===== src/rtl/if_id_buffer.sv =====
// Two-entry fetch/decode skid buffer: holds fetched {instr, pc_inc2} pairs in order,
// absorbs decode stalls, discards everything on flush, and blocks fetch after a HALT.
module if_id_buffer (
  input  logic        clk,
  input  logic        rst,
  input  logic [15:0] instr_in,
  input  logic [15:0] pc_inc2_in,
  input  logic        in_valid,
  output logic        in_ready,
  input  logic        flush,
  output logic [15:0] instr_out,
  output logic [15:0] pc_inc2_out,
  output logic        out_valid,
  input  logic        out_ready,
  output logic        halt_seen,
  output logic [1:0]  occupancy
);

  localparam logic [15:0] NOP = 16'h0800;

  logic [15:0] instr_q [2];
  logic [15:0] pc_q    [2];
  logic        wr_ptr;
  logic        rd_ptr;
  logic [1:0]  count;
  logic        halt_q;
  logic        push;
  logic        pop;
  logic        is_halt;

  // in_ready depends only on registered state, so fetch never sees a path from out_ready.
  assign in_ready  = (count != 2'd2) && !halt_q;
  assign out_valid = (count != 2'd0);
  assign push      = in_valid && in_ready && !flush;
  assign pop       = out_valid && out_ready && !flush;
  assign is_halt   = (instr_in[15:11] == 5'b00000);

  always_ff @(posedge clk or negedge rst) begin
    if (!rst) begin
      instr_q[0] <= '0;
      instr_q[1] <= '0;
      pc_q[0]    <= '0;
      pc_q[1]    <= '0;
      wr_ptr     <= 1'b0;
      rd_ptr     <= 1'b0;
      count      <= 2'd0;
      halt_q     <= 1'b0;
    end else if (flush) begin
      wr_ptr <= 1'b0;
      rd_ptr <= 1'b0;
      count  <= 2'd0;
      halt_q <= 1'b0;
    end else begin
      if (push) begin
        instr_q[wr_ptr] <= instr_in;
        pc_q[wr_ptr]    <= pc_inc2_in;
        wr_ptr          <= ~wr_ptr;
        if (is_halt) halt_q <= 1'b1;
      end
      if (pop) rd_ptr <= ~rd_ptr;
      case ({push, pop})
        2'b10:   count <= count + 2'd1;
        2'b01:   count <= count - 2'd1;
        default: count <= count;
      endcase
    end
  end

  always_comb begin
    instr_out   = NOP;
    pc_inc2_out = 16'h0000;
    if (out_valid) begin
      instr_out   = instr_q[rd_ptr];
      pc_inc2_out = pc_q[rd_ptr];
    end
  end

  assign halt_seen = halt_q;
  assign occupancy = count;

endmodule


===== config.mk =====
export PLATFORM = sky130hd
export DESIGN_NAME = if_id_buffer
export DESIGN_NICKNAME = d
export VERILOG_FILES = /design/src/rtl/if_id_buffer.sv
export SDC_FILE = /design/constraint.sdc
export NUM_CORES = 1
export LEC_CHECK = 0
export BUFFER_PORTS_ARGS = -buffer_cell sky130_fd_sc_hd__buf_2
export CORE_ASPECT_RATIO = 0.7
export CORE_MARGIN = 2
export CORE_UTILIZATION = 58
export CTS_CLUSTER_DIAMETER = 30
export DETAILED_ROUTE_END_ITERATION = 10
export PLACE_DENSITY = 0.95
export SLEW_MARGIN = 0
export SYNTH_ARGS = -nofsm -noshare
export SYNTH_HDL_FRONTEND = slang
export SYNTH_SLANG_ARGS = --single-unit
export TNS_END_PERCENT = 5

===== constraint.sdc =====
create_clock -name clk -period 3.7 [get_ports clk]
set_input_delay 0.74 -clock clk [delete_from_list [all_inputs] [get_ports clk]]
set_output_delay 0.74 -clock clk [all_outputs]
set_load 0.05 [all_outputs]

==> results.txt, run 1 <==
Worst-Skew Late Latency = 0.35 ns
Final setup violation count = 0
Achievable Freq = 0.353 GHz
Post-synth EDFFs = 0
DRT iter0 DRCs = 83
Post-CTS Setup Inserts = 0
Initial Utilization = 60.5%
Cell Rows = 22
Final Hold Fails = 0
Clock buffer depth = 2
Hold buffer count at cts = 0
Clk root buf = clkbuf_8
Flop2flop setup slack = 1.51 ns
TritonCTS Buffers = 9
CP arrival = 2.09 ns
#FFs+latches synth = 69
Mean routed wirelength per cell = 15.6 um
Syn Nets = 274
Hold crit path type = register to register
Layout Nets = 350
Dominant cells by area after synthesis = dfrtp_1 54%, mux2_2 21%, mux2i_1 10%
N_diodes = 0
Synthesis Warnings = 0
IO Pins = 74
DRC violations left = 0
Crit path required time = 2.96 ns
Commonest cells in the netlist = 69 x dfrtp_1, 59 x mux2_2, 34 x nor2_1
Post-route ant nets = 0
Final Skew = 0.00758 ns
Mapped Cells = 237
Max Transition Viols Final = 0
Type of destination of the critical path = output port
Post-synth top area share = 54.3%
Post-CTS sizing = 0
Slew margin rel. = 32.3%
Slew @ Worst Pin = 1.02 ns
Vias in the first global route = 2033
Synthesized area per cell = 13.4 um2
GRT overflow = 0
IO Port Bufs = 73
Unrepaired setup endpoints after global routing = false
Mapped Area = 0.00318 mm2
DIE HEIGHT = 66.0 um
Min cycle time layout = 2.83 ns
Finished Layout Cells = 389
Core box area = 0.00526 mm2
Top FF cell, synth = dfrtp_1
Top-count cell post-synth = dfrtp_1
Yosys top cell by area = dfrtp_1
Pin count of the biggest net entering global routing = 41
Sequential area share after synthesis = 54.3%
Clock Sinks = 69
GRT Util Overall = 22.0%
H-tree levels = 3
Fin crit share = 76.6%
Synth cell types = 28
Final GP Congestion = 0.793
Placed cell count = 374
Vias = 2111
Post-detail-place hpwl = 4250 um
First-pass GRT wire length = 10000 um
CTS tree = yes
Kind of start point of the critical path = register
Routed wire length = 6060 um
Clk slew on worst S/H paths = 0.07 ns
Critical setup path kind = register to output port
Crit path max fanout = 33
Fraction of registers with async set/reset = 100%
Static Leak = 0.00174 uW
Worst vdd ir = 357 uV
Status = finished, final reports clean
Total die area = 0.00610 mm2
Setup tns final = 0 ns
Fraction of layout cells with a size suffix above 1 = 49.8%
Max_cap viols = 0
Area delta synth->final = 19.6%
Vias/cell = 5.43
Initial antenna violation count = 0
1st-pass router iterations = 6
Cell Pwr Density = 589 mW/mm2
Die X = 92.5 um
-- placed cells by master, fill, tap and decap left out, types with 2 or more instances in the layout --
master,netlist,layout
buf_2,3,73
dfrtp_1,69,68
mux2_2,59,59
nor2_1,34,33
mux2i_1,32,32
clkbuf_8,0,11
mux2_1,5,5
buf_4,4,5
nand2_1,2,2
nor2b_1,2,2
or2b_1,2,2
o21ai_0,2,2
a21oi_1,2,2
clkinv_2,0,2
-- path summary, 6_finish.rpt --
path,startpoint,end,cells after the start
max,rd_ptr,instr_out[12],3
min,instr_q[7],instr_q[7],1
max reg2reg,occupancy[1],pc_q[7],4
min reg2reg,instr_q[7],instr_q[7],1
max in group asynchronous,rst,pc_q[8],2
min in group asynchronous,rst,pc_q[29],1
-- state kept, by name, indices dropped and copies added (netlist names) --
signal / cells
rd_ptr: 1
pc_q: 32
instr_q: 32
wr_ptr: 1
occupancy: 2
halt_seen: 1
-- final cells by class --
type / instances / area (um2)
Tap cell: 72 / 90.1
Multi-Input combinational cell: 153 / 1360
Clock buffer: 11 / 151
Clock inverter: 4 / 47.5
Fill cell: 390 / 1460
Timing Repair Buffer: 79 / 423
Inverter: 1 / 3.75
Sequential cell: 69 / 1730
-- power breakdown --
group | total [uW] | internal (uW) | switching, uW
Clock | 611 | 342 | 269
Sequential | 1050 | 936 | 111
Combinational | 580 | 251 | 330
-- worst max-delay path: stages (launching register included) --
cell and delay (ns):
dfrtp_2 1.03, mux2i_1 0.18, nor2_1 0.22, buf_2 0.30
-- per-layer routing --
metal  GRT usage [%]  part of all wire [%]
met1            28.5                    44
met2            35.7                    49
met3            7.53                   6.0
met4            6.16                  0.74
met5               0                     0
-- per-stage QoR --
step	total power, uW	cell area [um2]	util [%]	hold slack [ns]	worst slack (ns)
6_report	2240	3800	72.3	0.489	0.867
5_1_grt	2360	3800	72.3	0.519	0.731
4_1_cts	2260	3800	72.3	0.493	0.838
3_5_place_dp	1650	3600	68.5	0.476	1.07
3_3_place_gp	1620	3600	68.5	0.468	1.17
2_1_floorplan	1490	3180	-	0.444	1.20
-- cells by family after synthesis --
| kind of cell | synth area share (%) |
|---|---|
| simple gates | 7.79 |
| xor+xnor | 0.275 |
| compound gates | 1.85 |
| mux | 32.7 |
| flops | 54.3 |
| buf+inv | 3.07 |
Power figures use the tool's default switching activity.
==> inputs of run 2 (changes only) <==
--- a/config.mk
+++ b/config.mk
@@ -8,10 +8,10 @@
 export BUFFER_PORTS_ARGS = -buffer_cell sky130_fd_sc_hd__buf_2
 export CORE_ASPECT_RATIO = 0.7
 export CORE_MARGIN = 2
-export CORE_UTILIZATION = 58
+export CORE_UTILIZATION = 48
 export CTS_CLUSTER_DIAMETER = 30
 export DETAILED_ROUTE_END_ITERATION = 10
-export PLACE_DENSITY = 0.95
+export PLACE_DENSITY = 0.87
 export SLEW_MARGIN = 0
 export SYNTH_ARGS = -nofsm -noshare
 export SYNTH_HDL_FRONTEND = slang
==> constraint.sdc (replaced) <==
create_clock -name clk -period 2.4 [get_ports clk]
set_input_delay 0.48 -clock clk [delete_from_list [all_inputs] [get_ports clk]]
set_output_delay 0.48 -clock clk [all_outputs]
set_load 0.05 [all_outputs]
==> run 2 against run 1 <==
Die area up 20%. First-iteration DRC count up 60%. Via count down 0.14%. Critical path depth up 1. Largest power group unchanged. Worst setup slack worse by 0.62 ns. Sequential power up 52%. Clock-buffer cell count down 2.
==> results.txt, run 2 (same netlist as run 1, synthesis figures left out) <==
Critical setup path kind = register to output port
Vias = 2108 (-0.14%)
Top layer in use = met4
Hold crit path type = primary input to async pin
Post-DP Area = 0.00366 mm2 (+1.6%)
Setup tns final = 0 ns (unchanged)
Total die area = 0.00730 mm2 (+20%)
Post-detail-place hpwl = 4340 um (+1.9%)
Max_cap viols = 0 (unchanged)
Mean routed wirelength per cell = 16.0 um (+2.9%)
Cell Rows = 24 (+9.1%)
Fill count = 509 (+31%)
Hold buffer count at cts = 0 (unchanged)
Layout Nets = 350 (unchanged)
Vias/cell = 5.32 (-1.9%)
Final setup violation count = 0 (unchanged)
Worst-Skew Late Latency = 0.34 ns (about the same)
Routed wire length = 6350 um (+4.7%)
Initial antenna violation count = 0 (unchanged)
Status = finished, final reports clean
Vias in the first global route = 2184 (+7.4%)
DIE HEIGHT = 72.1 um (+9.3%)
DRC violations left = 0 (unchanged)
Met1 WL = 2940 um (+9.3%)
Kind of start point of the critical path = register
Cell Pwr Density = 943 mW/mm2 (+60%)
First-pass GRT wire length = 10300 um (+2.8%)
RR Startpoint = occupancy[1]
CTS tree = yes
Fraction of layout cells with a size suffix above 1 = 50.0% (+0.16 points)
IO Port Bufs = 73 (unchanged)
Final Skew = 0.00407 ns (-0.00352 ns)
Pin count of the biggest net entering global routing = 43 (+4.9%)
Final Hold Fails = 0 (unchanged)
CP arrival = 1.67 ns (-0.42 ns)
Most frequent cells in the layout = 73 x buf_2, 68 x dfrtp_1, 59 x mux2_2
H-tree levels = 3 (unchanged)
Clock Sinks = 69 (unchanged)
GRT overflow = 0 (unchanged)
Worst vdd ir = 366 uV (+2.6%)
Core box area = 0.00631 mm2 (+20%)
1st-pass router iterations = 4 (-2)
Most common cell after layout, fill and taps aside = buf_2
Clock buffer depth = 2 (unchanged)
Area delta synth->final = 22.9%
IO Pins = 74 (unchanged)
Design area = 0.00391 mm2 (+2.8%)
Met3 routed WL = 319 um (-12%)
Achievable Freq = 0.465 GHz
Slew margin rel. = 55.9% (+24 points)
Clk root buf = clkbuf_8
Post-CTS Setup Inserts = 0 (unchanged)
Final Power = 3690 uW (+65%)
Initial Utilization = 50.4% (-10 points)
Crit path required time = 1.92 ns (-1.04 ns)
Fin crit share = 89.7%
Static Leak = 0.00177 uW (+2.0%)
Met2 wire length = 3060 um (+3.4%)
Post-route ant nets = 0 (unchanged)
Unrepaired setup endpoints after global routing = false
Max Transition Viols Final = 0 (unchanged)
Type of destination of the critical path = output port
Crit path max fanout = 27 (-18%)
DRT iter0 DRCs = 133 (+60%)
N_diodes = 0 (unchanged)
Reg2reg path depth = 5 (+1)
RR Endpoint = pc_q[8]
GRT Util Overall = 18.6% (-3.4 points)
Min cycle time layout = 2.15 ns
Slew @ Worst Pin = 0.662 ns (-0.353 ns)
Post-CTS sizing = 0 (unchanged)
Final GP Congestion = 0.777 (-2.0%)
TritonCTS Buffers = 9 (unchanged)
Die X = 101 um (+9.5%)
Flop2flop setup slack = 0.57 ns (-0.94 ns)
Clk slew on worst S/H paths = 0.07 ns (about the same)
## run 2: cell type report
class | instances | area, um2 | area share, %
Multi-Input combinational cell | 153 | 1360 | 34.8
Clock inverter | 7 | 124 | 3.17
Sequential cell | 69 | 1730 | 44.2
Timing Repair Buffer | 79 | 473 | 12.1
Inverter | 1 | 3.75 | 0.0960
Clock buffer | 9 | 124 | 3.17
Tap cell | 78 | 97.6 | 2.50
## run 2: stage by stage
| step | hold slack, ns | std cells | util (%) | setup slack, ns |
|---|---|---|---|---|
| 2_1_floorplan | 0.184 | 237 | - | 0.158 |
| 3_3_place_gp | 0.467 | 380 | 58.1 | 0.498 |
| 3_5_place_dp | 0.478 | 380 | 58.1 | 0.443 |
| 4_1_cts | 0.174 | 396 | 62.0 | 0.216 |
| 5_1_grt | 0.196 | 396 | 62.0 | 0.150 |
| 6_report | 0.165 | 396 | 62.0 | 0.247 |
## run 2: critical path: stages, from the launching register on
cell     delay (ns)
dfrtp_1        0.43
nor2_2         0.37
buf_12         0.23
nor2_1         0.08
buf_2          0.21
## run 2: where the power goes
group	total (uW)	switching (uW)	internal, uW
registers	1600	157	1440
clock network	1150	455	695
logic	936	538	398
## run 2: routing by layer
metal	vias up	track usage [%]
li1	985	-
met1	1058	24.2
met2	58	30.1
met3	7	7.13
met4	0	4.05
met5	-	0
## run 2: how the worst max path moves through the flow
stage	startpoint	to	depth (start not counted)
2_1_floorplan	occupancy[0]	instr_out[0]	3
4_1_cts	occupancy[1]	instr_out[14]	4
3_3_place_gp	flush	pc_q[10]	5
6_report	occupancy[1]	instr_out[14]	4
3_5_place_dp	flush	pc_q[8]	5
5_1_grt	occupancy[0]	instr_out[14]	4
